<file path="src/rtl/lvds_pattern_gen.sv">
// lvds_pattern_gen
// Test-pattern source for the LVDS serializer transmit path. Every enabled
// clock it emits one parallel word of NR_CHAN x BITS_PER_CHAN bits. Each
// channel selects its own pattern: constant, framed A/B, alternating A/~A,
// counter, PRBS7 or walking-one.
//
// Ports
//   clk50       serializer parallel clock, rising edge
//   reset_n     asynchronous active-low reset
//   enable      advance one word per cycle while high
//   mode        per-channel mode, channel c at [3c+2:3c]
//   pattern_a   per-channel pattern A, channel c at [B*c+B-1:B*c]
//   pattern_b   per-channel pattern B, same layout
//   tx_data     registered word to the serializer, same layout
//   tx_valid    tx_data was updated on the last edge
//   frame_start tx_data holds word 0 of a frame
//
// Handshake: there is no ready. tx_valid is a one-cycle qualifier that is
// high exactly on cycles following an enabled edge. While enable is low,
// tx_data and frame_start hold their previous values and tx_valid is 0.
module lvds_pattern_gen #(
  parameter int NR_CHAN       = 4,
  parameter int BITS_PER_CHAN = 6,
  parameter int FRAME_LEN     = 2
) (
  input  logic                              clk50,
  input  logic                              reset_n,
  input  logic                              enable,
  input  logic [3*NR_CHAN-1:0]              mode,
  input  logic [BITS_PER_CHAN*NR_CHAN-1:0]  pattern_a,
  input  logic [BITS_PER_CHAN*NR_CHAN-1:0]  pattern_b,
  output logic [BITS_PER_CHAN*NR_CHAN-1:0]  tx_data,
  output logic                              tx_valid,
  output logic                              frame_start
);

  localparam int B      = BITS_PER_CHAN;
  localparam int W      = BITS_PER_CHAN * NR_CHAN;
  localparam int WIDX_W = $clog2(FRAME_LEN);
  localparam logic [WIDX_W-1:0] LAST_IDX = WIDX_W'(FRAME_LEN - 1);

  // Frame position and config shadow registers
  logic [WIDX_W-1:0]    widx;
  logic [3*NR_CHAN-1:0] mode_sh;
  logic [W-1:0]         pat_a_sh;
  logic [W-1:0]         pat_b_sh;

  // Generators. Every channel's generator advances identically on each
  // enabled edge from the same reset value, so a single copy serves them all.
  logic [B-1:0] cnt;
  logic [B-1:0] walk;
  logic [6:0]   lfsr;

  logic                 frame_first;
  logic [3*NR_CHAN-1:0] eff_mode;
  logic [W-1:0]         eff_a;
  logic [W-1:0]         eff_b;
  logic [W-1:0]         word_next;
  logic [B-1:0]         prbs_word;
  logic [6:0]           lfsr_next;
  logic [6:0]           lfsr_s;
  logic                 lfsr_fb;

  assign frame_first = (widx == '0);

  // On word 0 the live inputs are used directly: they are captured into the
  // shadows on the same edge, so the shadow copy is not valid until word 1.
  assign eff_mode = frame_first ? mode      : mode_sh;
  assign eff_a    = frame_first ? pattern_a : pat_a_sh;
  assign eff_b    = frame_first ? pattern_b : pat_b_sh;

  // PRBS7 runs BITS_PER_CHAN steps per word; word bit k is the feedback bit
  // produced by step k.
  always_comb begin
    lfsr_s    = lfsr;
    lfsr_fb   = 1'b0;
    prbs_word = '0;
    for (int k = 0; k < B; k++) begin
      lfsr_fb      = lfsr_s[6] ^ lfsr_s[5];
      prbs_word[k] = lfsr_fb;
      lfsr_s       = {lfsr_s[5:0], lfsr_fb};
    end
    lfsr_next = lfsr_s;
  end

  for (genvar c = 0; c < NR_CHAN; c++) begin : g_chan
    logic [2:0]   ch_mode;
    logic [B-1:0] ch_a;
    logic [B-1:0] ch_b;
    logic [B-1:0] ch_word;

    assign ch_mode = eff_mode[3*c +: 3];
    assign ch_a    = eff_a[B*c +: B];
    assign ch_b    = eff_b[B*c +: B];

    always_comb begin
      ch_word = '0;
      case (ch_mode)
        3'd0:    ch_word = ch_a;
        3'd1:    ch_word = frame_first ? ch_a : ch_b;
        3'd2:    ch_word = widx[0] ? ~ch_a : ch_a;
        3'd3:    ch_word = cnt;
        3'd4:    ch_word = prbs_word;
        3'd5:    ch_word = walk;
        default: ch_word = '0;
      endcase
    end

    assign word_next[B*c +: B] = ch_word;
  end

  always_ff @(posedge clk50 or negedge reset_n) begin
    if (!reset_n) begin
      widx        <= '0;
      mode_sh     <= '0;
      pat_a_sh    <= '0;
      pat_b_sh    <= '0;
      cnt         <= '0;
      walk        <= B'(1);
      lfsr        <= 7'h7F;
      tx_data     <= '0;
      tx_valid    <= 1'b0;
      frame_start <= 1'b0;
    end else if (enable) begin
      if (frame_first) begin
        mode_sh  <= mode;
        pat_a_sh <= pattern_a;
        pat_b_sh <= pattern_b;
      end
      widx        <= (widx == LAST_IDX) ? '0 : widx + 1'b1;
      cnt         <= cnt + 1'b1;
      walk        <= {walk[B-2:0], walk[B-1]};
      lfsr        <= lfsr_next;
      tx_data     <= word_next;
      tx_valid    <= 1'b1;
      frame_start <= frame_first;
    end else begin
      tx_valid    <= 1'b0;
    end
  end

endmodule

</file>
<file path="config.mk">
export PLATFORM = sky130hd
export DESIGN_NAME = lvds_pattern_gen
export DESIGN_NICKNAME = d
export VERILOG_FILES = /design/src/rtl/lvds_pattern_gen.sv
export SDC_FILE = /design/constraint.sdc
export NUM_CORES = 1
export LEC_CHECK = 0
export CORE_MARGIN = 3
export CORE_UTILIZATION = 45
export DETAILED_ROUTE_END_ITERATION = 16
export HOLD_SLACK_MARGIN = 0.1
export PLACE_DENSITY_LB_ADDON = 0.1
export REMOVE_ABC_BUFFERS = 1
export SLEW_MARGIN = 20
export SYNTH_ARGS = -nofsm -noshare
export SYNTH_HDL_FRONTEND = slang
export SYNTH_SLANG_ARGS = --single-unit
export TNS_END_PERCENT = 50
</file>
<file path="constraint.sdc">
create_clock -name clk50 -period 1.9 [get_ports clk50]
set_input_delay 0.19 -clock clk50 [delete_from_list [all_inputs] [get_ports clk50]]
set_output_delay 0.19 -clock clk50 [all_outputs]
set_load 0.005 [all_outputs]
</file>
==> out/summary.txt <==
Final Critical Period - 1.84 ns
Synth Flop Type - dfrtp_1
EDFF count, synth - 0
Mapped Area - 0.00610 mm2
Via-to-Cell Ratio - 6.01
HP Start - enable
Num CTS Buffers - 9
post-layout util - 62.0%
max_cap viols - 0
Final HPWL DP - 12.3 mm
final wirelength - 17.8 mm
drt first pass iters - 5
Initial DRC Count - 456
DP Area - 0.00761 mm2
Worst Setup End Kind - register
final-report setup violation count - 0
crit start category - register
Synth Area in Compound Gates - 16.4%
met2 Use GR - 38.9%
GR peak layer - met2
WHS Endpoint - tx_valid
area leader, netlist - dfrtp_1
Seq cells post-synth - 105
Final nets - 774
Reg2Reg Depth - 5
Critical R2R Capture - tx_data[15]
IO buf count - 88
Tcrit/Tclk final - 96.7%
setup slack on the worst flop-to-flop path - 0.06 ns
largest net degree at the start of global routing - 45
Critical Path RT - 2.17 ns
CP Cell Sequence - buf_6 > or3b_1 > a221oi_2 > o22ai_1 > a41oi_1
routed len/inst - 20.0 um
die height - 122 um
status - finished clean
Total GRT Usage - 24.0%
root buffer cell - clkbuf_16
crit path DAT - 2.11 ns
gr ovfl total - 0
die width - 122 um
Worst slew margin - 65.5%
layout cells sized above 1 - 28.0%
vias in the first global route - 5309
synthesis-to-finish area growth - 31.4%
post-route ant nets - 0
crit-path leading delay family - compound AO/OA/AOI/OAI gates
Post-synth ARST share - 100%
IO Count - 89
final instance area - 0.00801 mm2
final hold viol count - 0
placed cell count - 866
Cell Rows - 41
critical path's slowest cell - dfrtp_4
Seq/Total Area, Yosys - 43.3%
initial core utilization - 47.2%
RSZ-0062 raised after global routing - yes
H-Tree Depth - 3
adder and majority gate portion of the synthesized area - 0.205%
WS Path Type - reg2reg
Synth top area share - 39.8%
Clock Path Buffers - 2
clock tree from TritonCTS - yes
clk slew on worst S/H paths - 0.07 ns
Buf+Inv Stages, Crit Path - 1
mean post-synth cell area - 10.6 um2
HP Class - in2reg
Post-Synth Simple-Gate Area - 12.8%
crit path max fanout - 17
Leak - 3.29 nW
crit-path max cell delay - 0.51 ns
CORE AREA - 0.0129 mm2
clk_skew - 0.00715 ns
first-pass GRT wire length - 27.9 mm
Die ar. - 0.0150 mm2
Post-Synthesis Cells - 577
worst hold stages - 2
Slew @ Worst Pin - 0.518 ns
Max rail drop VDD - 0.745 mV
vias post-DR - 5329
met1 usage - 31.9%
clock latency on the worst-skew pair - 0.35 ns
M3 GR Usage - 5.94%
Final Max Slew Viols - 0
DRC violations left - 0
clock sink count - 105
fin cells - 887
xor-xnor portion of the synthesized cell area - 3.73%
max frequency - 544 MHz
setup TNS - 0 ns
r2r startpoint - frame_start
initial antenna violation count - 0
mux cell area share after synthesis - 19.7%
largest family of logic cells by synthesized area - multiplexers
Synth area leaders - dfrtp_1 40%, mux2_2 15%, mux2i_1 4.8%
GP Congestion - 0.844
Unique masters post-synth - 61
ant diodes - 0
warnings from Yosys - 0
PD cells - 1520 mW/mm2
==> cell families (layout without fill, tap and decap cells) <==
kind of cell	after synthesis	count (layout)
compound gates	133	133
mux	110	110
fa+ha+maj	1	1
buf+inv	52	190
simple gates	150	150
flops	105	105
xor+xnor	26	26
==> Yosys cell counts (all sizes together) (2+ instances only) <==
cell type	n
nand4	2
a221oi	26
buf	24
nand2b	12
or3b	7
nand2	45
a31oi	13
xnor2	21
o211ai	4
mux2	81
a211o	3
nand3b	6
a21oi	21
nor2b	7
clkbuf	16
mux2i	29
a41oi	5
or2	2
inv	12
dfrtp	97
xor2	5
a222oi	3
or4b	2
a32oi	10
or4bb	2
o31ai	2
nor4b	3
dfstp	8
nor3b	2
nor3	3
and2	4
a2111oi	2
o21ai	14
or3	5
nor2	44
o22ai	5
o32ai	6
o221ai	2
a211oi	8
o2bb2ai	2
==> cell type report <==
cell class | count | area [um2]
clock buffer | 13 | 270
sequential | 105 | 2640
inverter | 12 | 45.0
tap | 172 | 215
timing repair buffer | 162 | 1550
fill | 1125 | 4920
multi-input combinational | 420 | 3280
clock inverter | 3 | 15.0
==> metal layers <==
layer  wire length, um  vias to the layer above
met2              8630                      201
li1                  -                     2433
met4               320                        0
met5                 0                        -
met1              7660                     2668
met3              1160                       27
==> flip-flops by register name, summed over array words and instances (netlist names) <==
name,flops
cnt,6
frame_start,1
lfsr,7
mode_sh,12
pat_a_sh,24
pat_b_sh,24
tx_data,24
tx_valid,1
walk,6
==> how the worst max path moves through the flow <==
stage	from	end	slack [ns]	depth (start not counted)
5_1_grt	frame_start	tx_data[7]	-0.04	7
4_1_cts	frame_start	tx_data[12]	0.008	5
3_5_place_dp	frame_start	tx_data[23]	-0.1	6
3_3_place_gp	frame_start	tx_data[21]	-0.01	4
2_1_floorplan	frame_start	mode_sh[0]	-2.52	3
6_report	frame_start	tx_data[15]	0.06	5
==> what timing repair did <==
item,4_1_cts,5_1_grt
endpoints found under the hold margin,33,0
gates resized for setup,0,11
cloned,0,0
hold buffers,1,0
endpoints found under the setup margin,16,15
setup buffers,4,0
==> cells in the final DEF (no fill, tap or decap), drive strengths merged, types with 7 or more instances in the layout <==
cell	instances
a31oi	13
a32oi	10
a211oi	8
nand2	45
nor2b	7
nor2	44
mux2i	29
buf	75
o21ai	14
clkbuf	13
a21oi	21
inv	12
xnor2	21
dfrtp	97
dfstp	8
clkdlybuf4s50	86
a221oi	26
nand2b	12
or3b	7
mux2	81
==> through the flow <==
step / setup slack (ns) / total power (W) / hold WS (ns)
2_1_floorplan: -2.52 / 0.00731 / -0.106
3_3_place_gp: -0.0146 / 0.00987 / 0.198
3_5_place_dp: -0.0986 / 0.0100 / 0.196
4_1_cts: 0.00789 / 0.0121 / 0.254
5_1_grt: -0.0391 / 0.0129 / 0.253
6_report: 0.0628 / 0.0122 / 0.277
==> power by group <==
| group | total, W | internal [W] | switching [W] |
|---|---|---|---|
| logic | 0.00595 | 0.00332 | 0.00263 |
| registers | 0.00437 | 0.00326 | 0.00111 |
| clock network | 0.00184 | 0.000992 | 0.000846 |
| total | 0.0122 | 0.00757 | 0.00459 |
No activity file was read; power rests on OpenSTA's default activity.
